## src/rtl/seq_alu.sv

```systemverilog
// Multi-cycle ALU with valid/ready handshakes: single-cycle add/sub/logic/shift,
// radix-2 Booth multiply and non-restoring divide. Define SEQ_ALU_ASR_EN to enable opcode 8 (ASR).
module seq_alu #(
  parameter int WIDTH = 32
) (
  input  logic                 clk,
  input  logic                 rst,
  input  logic                 in_valid,
  output logic                 in_ready,
  input  logic [WIDTH-1:0]     a,
  input  logic [WIDTH-1:0]     b,
  input  logic [3:0]           opcode,
  output logic                 out_valid,
  input  logic                 out_ready,
  output logic [2*WIDTH-1:0]   result,
  output logic                 carry,
  output logic                 div_by_zero,
  output logic                 illegal_op
);

  localparam int SW = $clog2(WIDTH);
  localparam int CW = SW + 1;
  localparam logic [CW-1:0] CNT_MUL_LAST = CW'(WIDTH - 1);
  localparam logic [CW-1:0] CNT_DIV_FIX  = CW'(WIDTH);

  localparam logic [3:0] OP_ADD = 4'd0;
  localparam logic [3:0] OP_SUB = 4'd1;
  localparam logic [3:0] OP_MUL = 4'd2;
  localparam logic [3:0] OP_DIV = 4'd3;
  localparam logic [3:0] OP_RSH = 4'd4;
  localparam logic [3:0] OP_LSH = 4'd5;
  localparam logic [3:0] OP_BOR = 4'd6;
  localparam logic [3:0] OP_BAN = 4'd7;
`ifdef SEQ_ALU_ASR_EN
  localparam logic [3:0] OP_ASR = 4'd8;
`endif

  typedef enum logic [1:0] {
    IDLE,
    EXEC,
    DONE
  } state_t;

  state_t state_reg, state_next;

  logic [WIDTH-1:0]   a_reg, b_reg;
  logic [3:0]         op_reg;
  logic [CW-1:0]      cnt_reg;
  logic [WIDTH:0]     acc_reg;
  logic [WIDTH-1:0]   mq_reg;
  logic               mq_m1_reg;
  logic [WIDTH+1:0]   rem_reg;
  logic [WIDTH-1:0]   quo_reg, dvs_reg;
  logic [2*WIDTH-1:0] result_reg;
  logic               carry_reg, dbz_reg, illegal_reg;

  logic accept;
  logic exec_done;

  assign in_ready    = (state_reg == IDLE);
  assign out_valid   = (state_reg == DONE);
  assign accept      = in_valid && in_ready;
  assign result      = result_reg;
  assign carry       = carry_reg;
  assign div_by_zero = dbz_reg;
  assign illegal_op  = illegal_reg;

  // ---------------- control FSM ----------------
  always_ff @(posedge clk or posedge rst) begin
    if (rst) state_reg <= IDLE;
    else     state_reg <= state_next;
  end

  always_comb begin
    exec_done = 1'b1;
    if (op_reg == OP_MUL)
      exec_done = (cnt_reg == CNT_MUL_LAST);
    else if (op_reg == OP_DIV && b_reg != '0)
      exec_done = (cnt_reg == CNT_DIV_FIX);
  end

  always_comb begin
    state_next = state_reg;
    case (state_reg)
      IDLE:    if (in_valid)  state_next = EXEC;
      EXEC:    if (exec_done) state_next = DONE;
      DONE:    if (out_ready) state_next = IDLE;
      default: state_next = IDLE;
    endcase
  end

  // ---------------- single-cycle datapath ----------------
  logic [SW-1:0]      sh;
  logic [WIDTH:0]     add_sum, sub_diff;
  logic [WIDTH-1:0]   bor_w, ban_w;
  logic [2*WIDTH-1:0] single_res;
  logic               single_carry, single_ill;

  assign sh       = b_reg[SW-1:0];
  assign add_sum  = {1'b0, a_reg} + {1'b0, b_reg};
  assign sub_diff = {1'b0, a_reg} + {1'b0, ~b_reg} + (WIDTH+1)'(1);

  genvar gi;
  generate
    for (gi = 0; gi < WIDTH; gi++) begin : g_bit
      assign bor_w[gi] = a_reg[gi] | b_reg[gi];
      assign ban_w[gi] = a_reg[gi] & b_reg[gi];
    end
  endgenerate

`ifdef SEQ_ALU_ASR_EN
  logic [WIDTH-1:0] asr_w;
  assign asr_w = $signed(a_reg) >>> sh;
`endif

  always_comb begin
    single_res   = '0;
    single_carry = 1'b0;
    single_ill   = 1'b0;
    case (op_reg)
      OP_ADD: begin
        single_res   = {{(WIDTH-1){1'b0}}, add_sum};
        single_carry = add_sum[WIDTH];
      end
      OP_SUB: begin
        single_res   = {{(WIDTH-1){1'b0}}, sub_diff};
        single_carry = sub_diff[WIDTH];
      end
      OP_MUL, OP_DIV: ;
      OP_RSH: single_res = {{WIDTH{1'b0}}, a_reg >> sh};
      OP_LSH: single_res = {{WIDTH{1'b0}}, a_reg << sh};
      OP_BOR: single_res = {{WIDTH{1'b0}}, bor_w};
      OP_BAN: single_res = {{WIDTH{1'b0}}, ban_w};
`ifdef SEQ_ALU_ASR_EN
      OP_ASR: single_res = {{WIDTH{asr_w[WIDTH-1]}}, asr_w};
`endif
      default: single_ill = 1'b1;
    endcase
  end

  // ---------------- Booth multiply step ----------------
  // acc is one bit wider than the operands so that subtracting MIN cannot overflow.
  logic [WIDTH:0]     m_ext, booth_sum;
  logic [2*WIDTH-1:0] mul_prod;

  assign m_ext = {b_reg[WIDTH-1], b_reg};

  always_comb begin
    case ({mq_reg[0], mq_m1_reg})
      2'b01:   booth_sum = acc_reg + m_ext;
      2'b10:   booth_sum = acc_reg - m_ext;
      default: booth_sum = acc_reg;
    endcase
  end

  // Product as it will stand after the shift of the final step.
  assign mul_prod = {booth_sum, mq_reg[WIDTH-1:1]};

  // ---------------- non-restoring divide step ----------------
  // Runs on magnitudes; signs are applied in the final correction clock.
  logic [WIDTH-1:0] a_mag, b_mag;
  logic [WIDTH+1:0] rem_sh, rem_step, dvs_ext;
  logic [WIDTH-1:0] quo_step, rem_fix, q_final, r_final;
  logic             q_sign;

  assign a_mag    = a[WIDTH-1] ? -a : a;
  assign b_mag    = b[WIDTH-1] ? -b : b;
  assign dvs_ext  = {2'b00, dvs_reg};
  assign rem_sh   = {rem_reg[WIDTH:0], quo_reg[WIDTH-1]};
  assign rem_step = rem_reg[WIDTH+1] ? (rem_sh + dvs_ext) : (rem_sh - dvs_ext);
  assign quo_step = {quo_reg[WIDTH-2:0], ~rem_step[WIDTH+1]};
  assign rem_fix  = rem_reg[WIDTH-1:0] + (rem_reg[WIDTH+1] ? dvs_reg : '0);
  assign q_sign   = a_reg[WIDTH-1] ^ b_reg[WIDTH-1];
  assign q_final  = q_sign ? -quo_reg : quo_reg;
  assign r_final  = a_reg[WIDTH-1] ? -rem_fix : rem_fix;

  // ---------------- datapath registers ----------------
  always_ff @(posedge clk or posedge rst) begin
    if (rst) begin
      a_reg       <= '0;
      b_reg       <= '0;
      op_reg      <= '0;
      cnt_reg     <= '0;
      acc_reg     <= '0;
      mq_reg      <= '0;
      mq_m1_reg   <= 1'b0;
      rem_reg     <= '0;
      quo_reg     <= '0;
      dvs_reg     <= '0;
      result_reg  <= '0;
      carry_reg   <= 1'b0;
      dbz_reg     <= 1'b0;
      illegal_reg <= 1'b0;
    end else if (accept) begin
      a_reg       <= a;
      b_reg       <= b;
      op_reg      <= opcode;
      cnt_reg     <= '0;
      acc_reg     <= '0;
      mq_reg      <= a;
      mq_m1_reg   <= 1'b0;
      rem_reg     <= '0;
      quo_reg     <= a_mag;
      dvs_reg     <= b_mag;
      dbz_reg     <= 1'b0;
      illegal_reg <= 1'b0;
    end else if (state_reg == EXEC) begin
      cnt_reg <= cnt_reg + CW'(1);
      case (op_reg)
        OP_MUL: begin
          acc_reg   <= {booth_sum[WIDTH], booth_sum[WIDTH:1]};
          mq_reg    <= {booth_sum[0], mq_reg[WIDTH-1:1]};
          mq_m1_reg <= mq_reg[0];
          if (exec_done) begin
            result_reg <= mul_prod;
            carry_reg  <= 1'b0;
          end
        end
        OP_DIV: begin
          if (b_reg == '0) begin
            result_reg <= {{WIDTH{1'b1}}, a_reg};
            carry_reg  <= 1'b0;
            dbz_reg    <= 1'b1;
          end else if (cnt_reg != CNT_DIV_FIX) begin
            rem_reg <= rem_step;
            quo_reg <= quo_step;
          end else begin
            result_reg <= {q_final, r_final};
            carry_reg  <= q_sign & (|quo_reg);
          end
        end
        default: begin
          result_reg  <= single_res;
          carry_reg   <= single_carry;
          illegal_reg <= single_ill;
        end
      endcase
    end
  end

endmodule

```

## config.mk

```make
export PLATFORM = sky130hd
export DESIGN_NAME = seq_alu
export DESIGN_NICKNAME = d
export VERILOG_FILES = /design/src/rtl/seq_alu.sv
export SDC_FILE = /design/constraint.sdc
export NUM_CORES = 2
export LEC_CHECK = 0
export CAP_MARGIN = 40
export CORE_ASPECT_RATIO = 1.1
export CORE_MARGIN = 2
export CORE_UTILIZATION = 55
export CTS_BUF_LIST = sky130_fd_sc_hd__clkbuf_2 sky130_fd_sc_hd__clkbuf_4 sky130_fd_sc_hd__clkbuf_8
export DETAILED_ROUTE_END_ITERATION = 12
export MAX_ROUTING_LAYER = met4
export PLACE_DENSITY = 0.85
export SYNTH_ARGS = -nofsm -noshare
export SYNTH_HDL_FRONTEND = slang
export SYNTH_SLANG_ARGS = --single-unit
```

## constraint.sdc

```tcl
create_clock -name clk -period 12.3 [get_ports clk]
set_input_delay 2.46 -clock clk [delete_from_list [all_inputs] [get_ports clk]]
set_output_delay 2.46 -clock clk [all_outputs]
set_load 0.05 [all_outputs]
```

# Word-level counts from Yosys, hierarchy flattened
# Index checks and enable logic that the tools add are counted.
dict set report totals {
  reg_bits 307
  in_bits 72
  wordCells 192
}
dict set report classes {
  add_sub_neg 13
  n_eq_ne 21
  shift 2
  mux 52
  n_bitwise 69
  n_reduce_logical 20
}
# cell count
set ops {}
lappend ops {{32-bit 2-to-1 mux} 13}
lappend ops {{34-bit 2-to-1 mux} 6}
lappend ops {{33-bit one-hot mux with 6 select lines} 1}
lappend ops {{64-bit 2-to-1 mux} 3}
lappend ops {{32-bit negation} 4}
lappend ops {{64-bit one-hot mux with 2 select lines} 1}
lappend ops {{33-bit 2-to-1 mux} 3}
lappend ops {{32-bit by 32-bit adder with 33-bit output} 2}
lappend ops {{33-bit one-hot mux with 2 select lines} 1}
lappend ops {{34-bit by 32-bit adder with 34-bit output} 1}
lappend ops {{34-bit by 32-bit subtractor with 34-bit output} 1}
lappend ops {{33-bit by 1-bit adder with 33-bit output, second input constant} 1}
lappend ops {{33-bit adder} 1}
lappend ops {{1-bit AND} 33}
lappend ops {{33-bit subtractor} 1}
lappend ops {{32-bit adder} 1}
lappend ops {{32-bit zero test} 1}
lappend ops {{32-bit inverter} 1}
lappend ops {{1-bit OR} 32}
lappend ops {{32-bit nonzero test} 1}
lappend ops {{32-bit OR reduction} 1}
lappend ops {{32-bit by 5-bit left shift with 32-bit output} 1}
lappend ops {{32-bit by 5-bit right shift with 32-bit output} 1}
lappend ops {{4-bit by 3-bit equality test with 1-bit output, second input constant} 4}
lappend ops {{other kinds (27)} 62}

# Logic depth before layout (Yosys ltp)
dict set report depth {
  ltp_word 8
  mapped_depth 23
  ltp_nobuf 21
}

# Worst setup path before layout
# OpenSTA, ideal clock, no wires.
dict set report synth_timing {
  path_type {register -> register}
  from {register b_reg[0]}
  to {register result_reg[26] (netlist: result[26])}
  setup_time_ns 0.128
  arrival_time_ns 5.185
  required_ns 12.172
  setup_slack_ns 6.987
  path_stages_with_launch 18
  path_buffers 2
  period_less_slack_ns 5.313
  path_cell_list {dfrtp_1 -> clkbuf_1 -> inv_1 -> buf_1 -> nor2_1 -> ha_1 -> fa_1 -> a21o_1 -> a211oi_1 -> a21oi_1 -> nor4_1 -> or4b_4 -> or4b_4 -> or3_4 -> o41a_1 -> xor2_1 -> a22oi_2 -> a31oi_1}
}
dict set report synth_between {
  elab_chain_cells 6
  word_cells_on_any_way 17
  classes_between {3 x add/sub; 2 x eq/ne; 2 x shift; 5 x mux; 1 x bitwise; 4 x reduce/logical}
}
# element line
set synth_rtl {}
lappend synth_rtl {{from (decl)} 46} ;# logic [WIDTH-1:0] a_reg, b_reg;
lappend synth_rtl {{from (signal assigned)} 181} ;# b_reg <= '0;
lappend synth_rtl {{from (signal assigned)} 196} ;# b_reg <= b;
lappend synth_rtl {{parallel branches: the longest is 6 deep, another holds 32-bit by 32-bit adder with 33-bit output} --}
lappend synth_rtl {{to (signal assigned)} 215} ;# result_reg <= mul_prod;
lappend synth_rtl {{to (signal assigned)} 221} ;# result_reg <= {{WIDTH{1'b1}}, a_reg};
lappend synth_rtl {{to (signal assigned)} 228} ;# result_reg <= {q_final, r_final};
lappend synth_rtl {{to (decl)} 54} ;# logic [2*WIDTH-1:0] result_reg;
# Several ways; the timed one is not identified.
# A chain may end at the register's enable or synchronous reset.

# Worst setup path in the final report
dict set report layout_timing {
  from {register rem_reg[33]}
  to {register result_reg[29] (netlist: result[29])}
}
dict set report layout_between {
  elab_chain_cells 7
}
# element line
set layout_rtl {}
lappend layout_rtl {{from (decl)} 52} ;# logic [WIDTH+1:0] rem_reg;
lappend layout_rtl {{from (signal assigned)} 225} ;# rem_reg <= rem_step;
lappend layout_rtl {{32-bit 2-to-1 mux (*)} 172} ;# assign rem_fix = rem_reg[WIDTH-1:0] + (rem_reg[WIDTH+1] ? dvs_reg : '0);
lappend layout_rtl {{32-bit adder (*)} 172}
lappend layout_rtl {{32-bit negation} 175} ;# assign r_final = a_reg[WIDTH-1] ? -rem_fix : rem_fix;
lappend layout_rtl {{32-bit 2-to-1 mux (*)} 175}
lappend layout_rtl {{64-bit 2-to-1 mux (*)} 224} ;# end else if (cnt_reg != CNT_DIV_FIX) begin
lappend layout_rtl {{64-bit 2-to-1 mux (*)} 220} ;# if (b_reg == '0) begin
lappend layout_rtl {{64-bit one-hot mux with 2 select lines (*)} 209} ;# case (op_reg)
# Mark *: on every way between the ends. The rest lies on a longest branch, timed or not. The select of a mux whose other input is x is not followed.

==> results by group <==
Critical path
  • CP Capture Type: flip-flop
  • Reg-to-reg startpoint: rem_reg[33]
  • Crit path max fanout: 55
  • Crit path DAT: 6.19 ns
  • Worst EP required: 12.84 ns
  • Crit-path cells: buf_4, inv_1, buf_4, nor2_1, ha_1, a211oi_1, or4b_2, nand3_1, or4_1, or4_1, or4b_1, nor4_4, a41oi_1, xnor2_1, a221oi_1, o21ai_0
  • Startpoint types: flip-flop
  • R2R setup slack: 6.66 ns
  • Crit Path Class: reg -> reg
  • FF-to-FF End: result[29]
  • Slowest cell delay on critical path: 0.68 ns
  • Cells on worst reg2reg path: 16
  • Critical path's slowest cell: or4b_1

Layout
  • Post-route design area: 32730 sq um
  • Non-filler instance count after layout: 4581
  • # fillers: 4705
  • Final net count: 4129
  • Seq. cell area: 7639 sq um
  • Ratio of cells with drive above 1 in the final layout: 6.934%
  • Multi-input logic area: 20430 sq um
  • Area Growth Syn to Fin: 10.87%
  • Most frequent cells in the layout: nand2_1, o21ai_0, nor2_1
  • Commonest non-fill, non-tap cell in the layout: nand2_1
  • Largest register FFs: 64

Global routing
  • Overflow after GRT: 0
  • Largest net degree at the start of global routing: 91
  • Tot GR Track Use: 39.74%
  • Initial antenna violation count: 4
  • First-pass GRT wire length: 166.5 mm
  • Vias in the first global route: 28580

Outcome
  • Status: complete, no violations

STA
  • Max Fclk: 0.1771 GHz
  • Fin crit share: 45.89%
  • Actual slew at the worst max-slew pin: 0.9903 ns
  • RSZ-0062 raised after global routing: false
  • Final WS setup: 6.655 ns
  • Min Tclk post-route: 5.645 ns
  • Slew Limit Fails: 0
  • Setup Skew: 0.03116 ns
  • Final setup viols: 0
  • TNS Setup: 0 ns
  • Slew Limit Headroom: 33.98%
  • Final Hold Viols: 0

Detailed routing
  • Residual DRC: 0
  • Post-DRT Antenna Nets: 0
  • Drt first pass iters: 6
  • Drt via density: 6.706
  • DRT iter0 DRCs: 3559
  • Drt total wl: 109.7 mm
  • Routed WL per cell: 23.94 um
  • DR vias: 30720

CTS
  • Clock transition at path regs: 0.06 ns
  • Setup bufs post-CTS: 0
  • Post-CTS Resized: 0
  • Clock Tree Buf Depth: 3
  • Post-CTS Hold Buffers: 0
  • TritonCTS Buffers: 56
  • Clock Latency Late Sink: 0.71 ns
  • CTS tree: yes
  • Root Driver: clkbuf_8
  • CTS Sinks: 305
  • H-tree levels: 2

Floorplanning
  • Die area: 55550 sq um
  • Number of core rows: 89
  • Die height: 247.0 um
  • Initial Util: 55.35%
  • Die width: 224.9 um
  • Ports: 141
  • Core area: 53340 sq um

Placed design
  • Setup slack at placement: 6.348 ns
  • Hpwl dp: 82.49 mm
  • IO Port Bufs: 140
  • Cell Count Post-Placement: 4474
  • Placer Congestion: 1.058
  • Placed Instance Area: 31420 sq um

Hold path
  • Hold WC Path Type: reg -> reg
  • Hold depth: 2
  • Hold Startpoint: result[33]
  • Hold Crit Endpoint: result[33]

Synthesis
  • Synthesized instance count: 3821
  • Register area share after synthesis: 25.85%
  • Synth warnings: 0
  • Mapped Avg Cell Area: 7.727 sq um
  • Syn nets: 4100
  • Synthesis-stage register bit count: 305
  • Post-synth EDFFs: 0
  • Main synth FF type: dfrtp_1
  • Syn Std Cell Area: 29520 sq um
  • Async SR Flop Fraction: 100.0%
  • Synth cell types: 89

Flow run
  • Max Cap Viol: 0
kinds of logic after synthesis:
| group | synth area share [%] |
|---|---|
| mux | 5.522 |
| simple gates | 20.49 |
| fa+ha+maj | 8.900 |
| buf+inv | 5.128 |
| xor+xnor | 8.010 |
| flops | 25.85 |
| compound gates | 26.10 |
worst max-delay path, delay by kind of cell, from the launching register on:
family	cells	cell delay, ns
and+or+nand+nor	7	2.89
AOI/OAI and AO/OA	4	1.03
buffers and inverters	3	0.71
DFF	1	0.33
adders and majority gates	1	0.31
xor gates and xnor gates	1	0.18
stage by stage:
step	util [%]	hold slack, ns
final	61.36	0.4723
after global routing	61.36	0.5031
after CTS	61.34	0.4774
after detailed placement	58.90	0.4641
after global placement	58.57	0.4522
after floorplan	-	0.4498
Yosys cell counts (31+ instances only):
cell type | count | area, sq um
and3_1 | 31 | 193.9
clkbuf_1 | 190 | 713.2
nand3_1 | 134 | 670.6
o211ai_1 | 34 | 255.2
dfrtp_1 | 305 | 7632
and2_1 | 41 | 256.5
nor2_1 | 342 | 1284
a31oi_1 | 87 | 544.3
ha_1 | 202 | 2527
xnor2_1 | 155 | 1358
a211oi_1 | 51 | 382.9
nand2b_1 | 34 | 212.7
o21ai_0 | 372 | 1862
a221oi_1 | 33 | 289.0
nor3_1 | 70 | 350.3
mux4_2 | 39 | 878.3
o31ai_1 | 57 | 427.9
a21oi_1 | 285 | 1426
mux2i_1 | 65 | 650.6
xor2_1 | 115 | 1007
or3_1 | 33 | 206.5
a21o_1 | 56 | 420.4
inv_1 | 148 | 555.5
nand2_1 | 500 | 1877
how the worst max path moves through the flow:
stage / depth (start not counted) / start / end
2_1_floorplan: 1 / rst / a_reg[0]
3_3_place_gp: 8 / a[11] / quo_reg[31]
3_5_place_dp: 8 / a[11] / quo_reg[31]
4_1_cts: 16 / rem_reg[33] / result[29]
5_1_grt: 16 / rem_reg[33] / result[29]
6_report: 16 / rem_reg[33] / result[29]
per-layer routing:
metal | up-vias | GRT usage (%) | wire length, um
met4 | 0 | 21.78 | 7009
met2 | 1720 | 61.23 | 49270
li1 | 13910 | - | -
met1 | 14680 | 49.80 | 42730
met3 | 411 | 6.797 | 10660
met5 | - | - | 0
final cells by class:
cell class / count / area share, %
antenna: 5 / 0.03823
timing repair buffer: 200 / 5.898
tap: 682 / 2.607
clock buffer: 77 / 3.085
clock inverter: 25 / 0.8868
inverter: 150 / 1.743
multi-input combinational: 3137 / 62.40
sequential: 305 / 23.34
Power is left out: the tool's default activity adds up to more than one toggle a clock period on the data nets, which glitch-free logic cannot reach.
